<file path="config.mk">
export PLATFORM = sky130hd
export DESIGN_NAME = butterfly_decoder
export DESIGN_NICKNAME = d
export VERILOG_FILES = /design/src/rtl/butterfly_decoder.sv
export SDC_FILE = /design/constraint.sdc
export NUM_CORES = 1
export LEC_CHECK = 0
export CAP_MARGIN = 10
export CORE_MARGIN = 1.5
export CORE_UTILIZATION = 48
export DETAILED_ROUTE_END_ITERATION = 12
export GPL_TIMING_DRIVEN = 1
export PLACE_DENSITY = 0.81
export SYNTH_ARGS = -nofsm -noshare
export SYNTH_HDL_FRONTEND = slang
export SYNTH_SLANG_ARGS = --single-unit
</file>
<file path="constraint.sdc">
create_clock -name CLOCK_50_I -period 2.8 [get_ports CLOCK_50_I]
set_clock_uncertainty 0.2 [all_clocks]
set_input_delay 0.7 -clock CLOCK_50_I [delete_from_list [all_inputs] [get_ports CLOCK_50_I]]
set_output_delay 0.7 -clock CLOCK_50_I [all_outputs]
set_load 0.02 [all_outputs]
</file>
<file path="src/rtl/butterfly_decoder.sv">
// Rebuilds W/X RAM contents from butterfly-encoded Y/Z RAMs, one word pair per clock, with LSB parity flagging.
// Latency: writes for pair k land RD_LAT+1 clocks after its reads; done_o pulses at T0+2+HALF+RD_LAT.
// No backpressure: RAM traffic runs at a fixed rate and start_i is ignored while busy_o is high.
module butterfly_decoder #(
    parameter int DATA_W = 8,
    parameter int HALF   = 256,
    parameter int ADDR_W = 9,
    parameter int RD_LAT = 1
) (
    input  logic              CLOCK_50_I,
    input  logic              resetn,
    input  logic              start_i,
    output logic              busy_o,
    output logic              done_o,
    output logic [ADDR_W-1:0] y_addr_a_o,
    output logic [ADDR_W-1:0] y_addr_b_o,
    input  logic [DATA_W:0]   y_q_a_i,
    input  logic [DATA_W:0]   y_q_b_i,
    output logic [ADDR_W-1:0] z_addr_a_o,
    output logic [ADDR_W-1:0] z_addr_b_o,
    input  logic [DATA_W:0]   z_q_a_i,
    input  logic [DATA_W:0]   z_q_b_i,
    output logic [ADDR_W-1:0] w_addr_a_o,
    output logic [ADDR_W-1:0] w_addr_b_o,
    output logic [DATA_W-1:0] w_data_a_o,
    output logic [DATA_W-1:0] w_data_b_o,
    output logic              w_wren_o,
    output logic [ADDR_W-1:0] x_addr_a_o,
    output logic [ADDR_W-1:0] x_addr_b_o,
    output logic [DATA_W-1:0] x_data_a_o,
    output logic [DATA_W-1:0] x_data_b_o,
    output logic              x_wren_o,
    output logic [ADDR_W:0]   par_err_cnt_o
);
    typedef enum logic [1:0] {S_IDLE, S_RUN, S_DRAIN, S_DONE} state_t;

    localparam int EXT_W = DATA_W + 2;
    localparam int CNT_W = ADDR_W + 1;
    localparam int DRN_W = $clog2(RD_LAT + 2);
    localparam logic [ADDR_W-1:0] K_LAST   = ADDR_W'(HALF - 1);
    localparam logic [ADDR_W-1:0] K_OFS    = ADDR_W'(HALF);
    localparam logic [DRN_W-1:0]  DRN_LAST = DRN_W'(RD_LAT);

    state_t             state, state_nxt;
    logic [ADDR_W-1:0]  k;
    logic [DRN_W-1:0]   drn_cnt;
    logic               issue;
    logic [RD_LAT-1:0]  vld_sr;
    logic [ADDR_W-1:0]  k_sr [RD_LAT];
    logic               wr_vld;
    logic [ADDR_W-1:0]  wr_addr_a, wr_addr_b;
    logic [CNT_W-1:0]   par_err_cnt;

    logic signed [EXT_W-1:0] ya_ext, yb_ext, za_ext, zb_ext;
    logic signed [EXT_W-1:0] s_w0, s_w1, s_x0, s_x1;
    logic                    unused_bits;

    always_ff @(posedge CLOCK_50_I or negedge resetn) begin
        if (!resetn) state <= S_IDLE;
        else         state <= state_nxt;
    end

    always_comb begin
        state_nxt = state;
        unique case (state)
            S_IDLE:  if (start_i) state_nxt = S_RUN;
            S_RUN:   if (k == K_LAST) state_nxt = S_DRAIN;
            S_DRAIN: if (drn_cnt == DRN_LAST) state_nxt = S_DONE;
            S_DONE:  state_nxt = S_IDLE;
            default: state_nxt = S_IDLE;
        endcase
    end

    always_comb begin
        busy_o = 1'b0;
        done_o = 1'b0;
        issue  = 1'b0;
        unique case (state)
            S_RUN:   begin busy_o = 1'b1; issue = 1'b1; end
            S_DRAIN: busy_o = 1'b1;
            S_DONE:  begin busy_o = 1'b1; done_o = 1'b1; end
            default: ;
        endcase
    end

    // Read addresses are driven only while issuing so idle/reset outputs stay at 0.
    assign y_addr_a_o = issue ? k : '0;
    assign y_addr_b_o = issue ? (k + K_OFS) : '0;
    assign z_addr_a_o = issue ? k : '0;
    assign z_addr_b_o = issue ? (k + K_OFS) : '0;

    always_ff @(posedge CLOCK_50_I or negedge resetn) begin
        if (!resetn) begin
            k       <= '0;
            drn_cnt <= '0;
        end else begin
            unique case (state)
                S_IDLE:  begin k <= '0; drn_cnt <= '0; end
                S_RUN:   k <= k + ADDR_W'(1);
                S_DRAIN: drn_cnt <= drn_cnt + DRN_W'(1);
                default: ;
            endcase
        end
    end

    // Carries the pair index alongside the RAM read latency.
    always_ff @(posedge CLOCK_50_I or negedge resetn) begin
        if (!resetn) begin
            for (int i = 0; i < RD_LAT; i++) begin
                vld_sr[i] <= 1'b0;
                k_sr[i]   <= '0;
            end
        end else begin
            vld_sr[0] <= issue;
            k_sr[0]   <= k;
            for (int i = 1; i < RD_LAT; i++) begin
                vld_sr[i] <= vld_sr[i-1];
                k_sr[i]   <= k_sr[i-1];
            end
        end
    end

    assign ya_ext = {y_q_a_i[DATA_W], y_q_a_i};
    assign yb_ext = {y_q_b_i[DATA_W], y_q_b_i};
    assign za_ext = {1'b0, z_q_a_i};
    assign zb_ext = {1'b0, z_q_b_i};
    assign s_w0   = za_ext + yb_ext;
    assign s_x1   = za_ext - yb_ext;
    assign s_w1   = zb_ext + ya_ext;
    assign s_x0   = zb_ext - ya_ext;
    // Only the W sums carry the parity information; X LSBs always equal them.
    assign unused_bits = ^{s_w0[EXT_W-1], s_w1[EXT_W-1], s_x0[EXT_W-1], s_x0[0],
                           s_x1[EXT_W-1], s_x1[0]};

    always_ff @(posedge CLOCK_50_I or negedge resetn) begin
        if (!resetn) begin
            wr_vld      <= 1'b0;
            wr_addr_a   <= '0;
            wr_addr_b   <= '0;
            w_data_a_o  <= '0;
            w_data_b_o  <= '0;
            x_data_a_o  <= '0;
            x_data_b_o  <= '0;
            par_err_cnt <= '0;
        end else begin
            wr_vld <= vld_sr[RD_LAT-1];
            if (state == S_IDLE && start_i) par_err_cnt <= '0;
            if (vld_sr[RD_LAT-1]) begin
                wr_addr_a   <= k_sr[RD_LAT-1];
                wr_addr_b   <= k_sr[RD_LAT-1] + K_OFS;
                w_data_a_o  <= s_w0[DATA_W:1];
                w_data_b_o  <= s_w1[DATA_W:1];
                x_data_a_o  <= s_x0[DATA_W:1];
                x_data_b_o  <= s_x1[DATA_W:1];
                par_err_cnt <= par_err_cnt + CNT_W'(s_w0[0]) + CNT_W'(s_w1[0]);
            end
        end
    end

    assign w_wren_o      = wr_vld;
    assign x_wren_o      = wr_vld;
    assign w_addr_a_o    = wr_addr_a;
    assign w_addr_b_o    = wr_addr_b;
    assign x_addr_a_o    = wr_addr_a;
    assign x_addr_b_o    = wr_addr_b;
    assign par_err_cnt_o = par_err_cnt;
endmodule

</file>
==> impl_metrics.yaml, run 1 <==
outcome:
  status: "finished, final reports clean"
worst_setup_path:
  worstSetupStartpoint: "state[1]"
  rr_worst_depth: 9
  r2r_end: "state[0]"
  cp.required_ns: 1.90
  timing.rr.start: "k[0]"
  crit_arrival_ns: 1.78
  startpoint_type: "flip-flop"
  cp_max_fo: 3
  crit_type: "reg -> out"
  regToRegSetupSlack_ns: 0.37
  endpoint_kind: "output port"
placed_design:
  dp_hpwl_um: 9740
  post-place-cells: 805
  gp_congestion: 0.866
  place_area_sq_um: 6750
  portBuffers: 156
logic_synthesis:
  seq_area_frac_synth: 0.363
  synth.top_cell.area_share: 0.363
  avgSynthCellArea_sq_um: 9.45
  async_flop_share: 1.00
  synth_common_cells: "76 x dfrtp_1, 55 x buf_4, 42 x inv_1"
  ys_top_cells_by_area: "dfrtp_1 36%, ha_1 9.8%, buf_4 7.9%"
  syn_inst: 555
  synthMostInstantiatedCell: "dfrtp_1"
  synth_nets: 640
  synth_top_area_cell: "dfrtp_1"
  synth-edff-count: 0
  ys_types: 55
  synth-seq-cells: 76
  synthesis.area_sq_um: 5250
  yosys_warnings: 0
  synth_ff_type: "dfrtp_1"
die:
  initial_core_util: 0.501
  rows: 37
  die_area_sq_um: 11600
  io_pins: 157
  die_w_um: 108
  fp.dieH_um: 108
  core_area_sq_um: 10500
timing:
  clock.fmax_mhz: 373
  drv_slew: 0
  max-slew-margin-rel: 0.597
  whs_ns: 0.0539
  worst_pin_slew_ns: 0.605
  rsz0062_at_grt: "no"
  hold_viol_final: 0
  min_period_ns: 2.68
  setup_viol_count_final: 0
  period_share: 0.957
power:
  irDropWorstVdd_uv: 405
  power.leakage_nw: 3.22
  power_density_nw_per_um2: 809
  finalPower_mw: 5.59
cts:
  postCtsHoldBufs: 0
  cts_made_buffers: 9
  htree_num_levels: 3
  cts_sinks: 76
  cts_buffer_depth: 2
  cts_resized: 38
  cts_root_buffer: "clkbuf_8"
  cts_tree: "done"
  clk_latency_ns: 0.37
  cts_setup_buffers: 0
  clk_pin_slew_ns: 0.10
detailed_routing:
  wl_per_cell_um: 15.9
  ant_nets: 0
  viasPerCell: 5.57
  wl_um: 13100
  drtIter0Drc: 285
  drt_first_pass_iters: 5
  num_vias: 4576
  remaining_drc_errors: 0
finish:
  num_antenna_cells: 0
  drive_above_1_share: 0.112
  nFillCells: 855
  final_util: 0.660
  num-nets-final: 765
  fin_area_sq_um: 6910
  finalNonFillerCells: 821
  syn_to_final_growth_pct: 31.7
global_routing:
  antenna_found_initial: 0
  grt_pass1_vias: 4437
  track_usage: 0.228
  globalRoute.totalOverflow: 0
  grt_pass1_wl_um: 21100
  grt_max_degree: 54
job:
  maxCapViolations: 0
hold_path:
  hp-class: "in -> async"
[critical path, stage by stage, from the launching register on]
cell and delay [ns]:
dfrtp_1 0.38, inv_1 0.09, buf_4 0.15, ha_1 0.16, inv_1 0.05, clkdlybuf4s50_1 0.59
[layout make-up]
type                            count  area, sq um  area share
Clock buffer                        9          124      0.0179
Clock inverter                      7         70.1      0.0101
Inverter                           42          158      0.0228
Multi-Input combinational cell    358         2670       0.386
Sequential cell                    76         1900       0.275
Tap cell                          136          170      0.0246
Timing Repair Buffer              193         1820       0.263
[cell families (layout without fill, tap and decap cells)]
logic type | count (synthesis) | after routing | synth area share
flip-flops | 76 | 76 | 0.363
XOR/XNOR | 8 | 8 | 0.0134
AND/OR/NAND/NOR | 174 | 174 | 0.181
adder cells (fa/ha/maj) | 46 | 46 | 0.117
multiplexers | 23 | 23 | 0.0477
AO/OA/AOI/OAI | 107 | 107 | 0.148
buffers and inverters | 121 | 251 | 0.131
[stage by stage]
step                setup TNS [ns]  setup slack [ns]
floorplan                        0             0.229
global placement            -0.497           -0.0820
detailed placement           -1.43            -0.178
CTS                              0            0.0961
global route                     0            0.0422
finish                           0             0.120
[cells in the final DEF (no fill, tap or decap), drive strengths merged, types with 4 or more instances in the layout]
cell type	n
and3	8
o21ai	26
mux2i	7
mux2	16
xnor2	6
o211ai	4
nand2b	13
nor3	7
nand2	32
clkbuf	9
a211oi	6
or3	16
o31ai	7
a31oi	6
nand3	23
clkdlybuf4s50	119
ha	41
nor2b	11
a2bb2oi	4
a21oi	8
o21a	9
o31a	6
nor4	5
inv	45
dlygate4sd2	36
and2	9
a221oi	6
o2111ai	8
fa	5
buf	38
nand4	8
nor2	27
or4	5
dfrtp	76
[routing by layer]
| layer | up-vias | share of wire | GRT usage |
|---|---|---|---|
| li1 | 2169 | - | - |
| met1 | 2222 | 0.41 | 0.279 |
| met2 | 166 | 0.52 | 0.405 |
| met3 | 19 | 0.055 | 0.0412 |
| met4 | 0 | 0.015 | 0.0714 |
| met5 | - | 0 | 0 |
[report_power, final]
| part | total [mW] | switching, mW | internal [mW] | leakage [nW] |
|---|---|---|---|---|
| Sequential | 1.75 | 0.295 | 1.46 | 0.975 |
| Combinational | 3.01 | 1.59 | 1.42 | 2.15 |
| Clock | 0.828 | 0.483 | 0.345 | 0.0951 |
[state kept, by name, summed over array words and instances, names as in the netlist, 8 cells and up]
signal,count
par_err_cnt_o,10
k,9
k_sr,9
w_addr_a_o,9
w_data_a_o,8
w_data_b_o,8
x_data_a_o,8
x_data_b_o,8
[how the worst max path moves through the flow]
stage / end / cells past startpoint
detailed placement: par_err_cnt_o[6] / 9
CTS: busy_o / 5
global route: busy_o / 5
floorplan: z_addr_b_o[8] / 6
global placement: w_data_b_o[7] / 7
finish: busy_o / 5
Power figures use the tool's default switching activity.
==> inputs of run 2 (changes only) <==
--- a/config.mk
+++ b/config.mk
@@ -9,6 +9,7 @@
 export CORE_MARGIN = 1.5
 export CORE_UTILIZATION = 48
 export DETAILED_ROUTE_END_ITERATION = 12
+export GPL_ROUTABILITY_DRIVEN = 0
 export GPL_TIMING_DRIVEN = 1
 export PLACE_DENSITY = 0.81
 export SYNTH_ARGS = -nofsm -noshare
==> constraint.sdc (replaced) <==
create_clock -name CLOCK_50_I -period 2.8 [get_ports CLOCK_50_I]
set_clock_uncertainty 0.2 [all_clocks]
set_input_delay 0.7 -clock CLOCK_50_I [delete_from_list [all_inputs] [get_ports CLOCK_50_I]]
set_output_delay 0.7 -clock CLOCK_50_I [all_outputs]
set_load 0.1 [all_outputs]
==> impl_metrics.yaml, run 2 (synthesis results as in run 1) <==
worst_setup_path:
  critPathMaxStageDelay_ns: 0.40
  timing.rr.start: "k[1]"
  rr_worst_depth: 9
  endpoint_kind: "output port"
  startpoint_type: "flip-flop"
  worstSetupStartpoint: "state[1]"
  regToRegSetupSlack_ns: 0.54
  cp.required_ns: 1.90
  cp_max_fo: 19
  crit_type: "reg -> out"
  endpoint: "y_addr_a_o[5]"
  crit_arrival_ns: 1.83
  critPathSlowestCell: "dfrtp_1"
  crit_chain: "inv_1, ha_1, buf_4, and2_2, buf_12"
  r2r_end: "state[0]"
power:
  p_sw_frac: 0.610
  seqPwrFrac: 0.212
  p_comb_frac: 0.686
  power_density_nw_per_um2: 1150
  p_clk_frac: 0.102
  power.leakage_nw: 3.33
  irDropWorstVdd_uv: 1010
  internal_power_mw: 3.17
  p_sw_mw: 4.96
global_routing:
  grt_pass1_wl_um: 21500
  gr-max-usage-layer: "met2"
  grtUsageMet3: 0.0581
  met2_usage: 0.411
  globalRoute.totalOverflow: 0
  grt_max_degree: 77
  grt_use_met1: 0.276
  track_usage: 0.235
  grt_pass1_vias: 4531
  antenna_found_initial: 0
die:
  fp.dieH_um: 108
  die_area_sq_um: 11600
  rows: 37
  core_area_sq_um: 10500
  die_w_um: 108
  initial_core_util: 0.501
  io_pins: 157
cts:
  cts_root_buffer: "clkbuf_8"
  cts_buffer_depth: 2
  htree_num_levels: 3
  cts_sinks: 76
  cts_made_buffers: 9
  postCtsHoldBufs: 0
  cts_tree: "done"
  cts_setup_buffers: 0
  clk_pin_slew_ns: 0.09
  cts_resized: 0
  clk_latency_ns: 0.37
timing:
  period_share: 0.974
  max-slew-margin-rel: 0.350
  hold_viol_final: 0
  drv_slew: 0
  min_period_ns: 2.73
  worst_pin_slew_ns: 0.976
  setup_viol_count_final: 0
  clock.fmax_mhz: 367
  setup_slack_ns: 0.0730
  rsz0062_at_grt: "yes"
detailed_routing:
  wl_per_cell_um: 16.0
  remaining_drc_errors: 0
  drt_first_pass_iters: 4
  ant_nets: 0
  drtIter0Drc: 188
  num_vias: 4560
  wl_um: 13100
  viasPerCell: 5.59
outcome:
  status: "finished, final reports clean"
finish:
  num-nets-final: 760
  drive_above_1_share: 0.293
  layout_common_cells: "115 x buf_4, 75 x dfrtp_1, 42 x inv_1"
  fin_area_sq_um: 7050
  syn_to_final_growth_pct: 34.4
  final_common_cell: "buf_4"
  num_antenna_cells: 0
  largest_reg_flops: 10
placed_design:
  dp_hpwl_um: 9770
  pre_cts_slack_ns: -0.185
  portBuffers: 156
  place_area_sq_um: 6860
hold_path:
  hp-class: "reg -> reg"
job:
  maxCapViolations: 0
-- run 2: final cells by class --
type,instances,area [sq um]
clock buffers,9,124
well taps,136,170
inverters,42,158
multi-input cells,358,2680
flip-flops and latches,76,1900
fillers,852,3410
clock inverters,7,65.1
repair buffers,188,1950
-- run 2: metal layers --
layer	up-vias	wire length (um)
met3	32	741
li1	2157	-
met2	152	6700
met1	2219	5280
met4	0	334
met5	-	0
-- run 2: critical path: cells and delay by family, from the launching register on --
family                   cells  cell delay [ns]
AND/OR/NAND/NOR              1             0.31
adder cells (fa/ha/maj)      1             0.18
buffers and inverters        3             0.56
flip-flops                   1             0.40
-- run 2: power by group through the flow --
stage | clock (mW) | sequential (mW) | combinational [mW]
2_1_floorplan | 0 | 3.75 | 2.38
3_3_place_gp | 0 | 1.72 | 5.48
3_5_place_dp | 0 | 1.74 | 5.58
4_1_cts | 0.856 | 1.72 | 5.59
5_1_grt | 0.897 | 1.77 | 5.83
6_report | 0.830 | 1.72 | 5.57
-- run 2: how the worst min path moves through the flow --
| stage | to | startpoint | slack [ns] | depth (start not counted) |
|---|---|---|---|---|
| after CTS | w_addr_b_o[8] | k_sr[8] | 0.25 | 1 |
| after global placement | k_sr[7] | k[7] | 0.23 | 0 |
| after global routing | w_addr_b_o[8] | k_sr[8] | 0.26 | 1 |
| after floorplan | w_wren_o | vld_sr | 0.19 | 0 |
| final | w_addr_b_o[8] | k_sr[8] | 0.24 | 1 |
| after detailed placement | w_addr_b_o[8] | k_sr[8] | 0.24 | 1 |
-- run 2: metrics by stage --
step	TNS (ns)	hold slack (ns)	instances	util	total power [mW]
4_1_cts	0	0.247	816	0.674	8.17
3_3_place_gp	-0.527	0.227	800	0.656	7.21
3_5_place_dp	-1.80	0.235	800	0.656	7.32
6_report	0	0.239	816	0.674	8.12
5_1_grt	-0.416	0.265	816	0.674	8.49
2_1_floorplan	-1.77	0.195	555	-	6.13
==> inputs of run 3 (changes only) <==
--- a/config.mk
+++ b/config.mk
@@ -9,7 +9,6 @@
 export CORE_MARGIN = 1.5
 export CORE_UTILIZATION = 48
 export DETAILED_ROUTE_END_ITERATION = 12
-export GPL_ROUTABILITY_DRIVEN = 0
 export GPL_TIMING_DRIVEN = 1
 export PLACE_DENSITY = 0.81
 export SYNTH_ARGS = -nofsm -noshare
==> results of run 3 <==
Same layout as run 2: the final DEF is identical, and so are final timing and power.
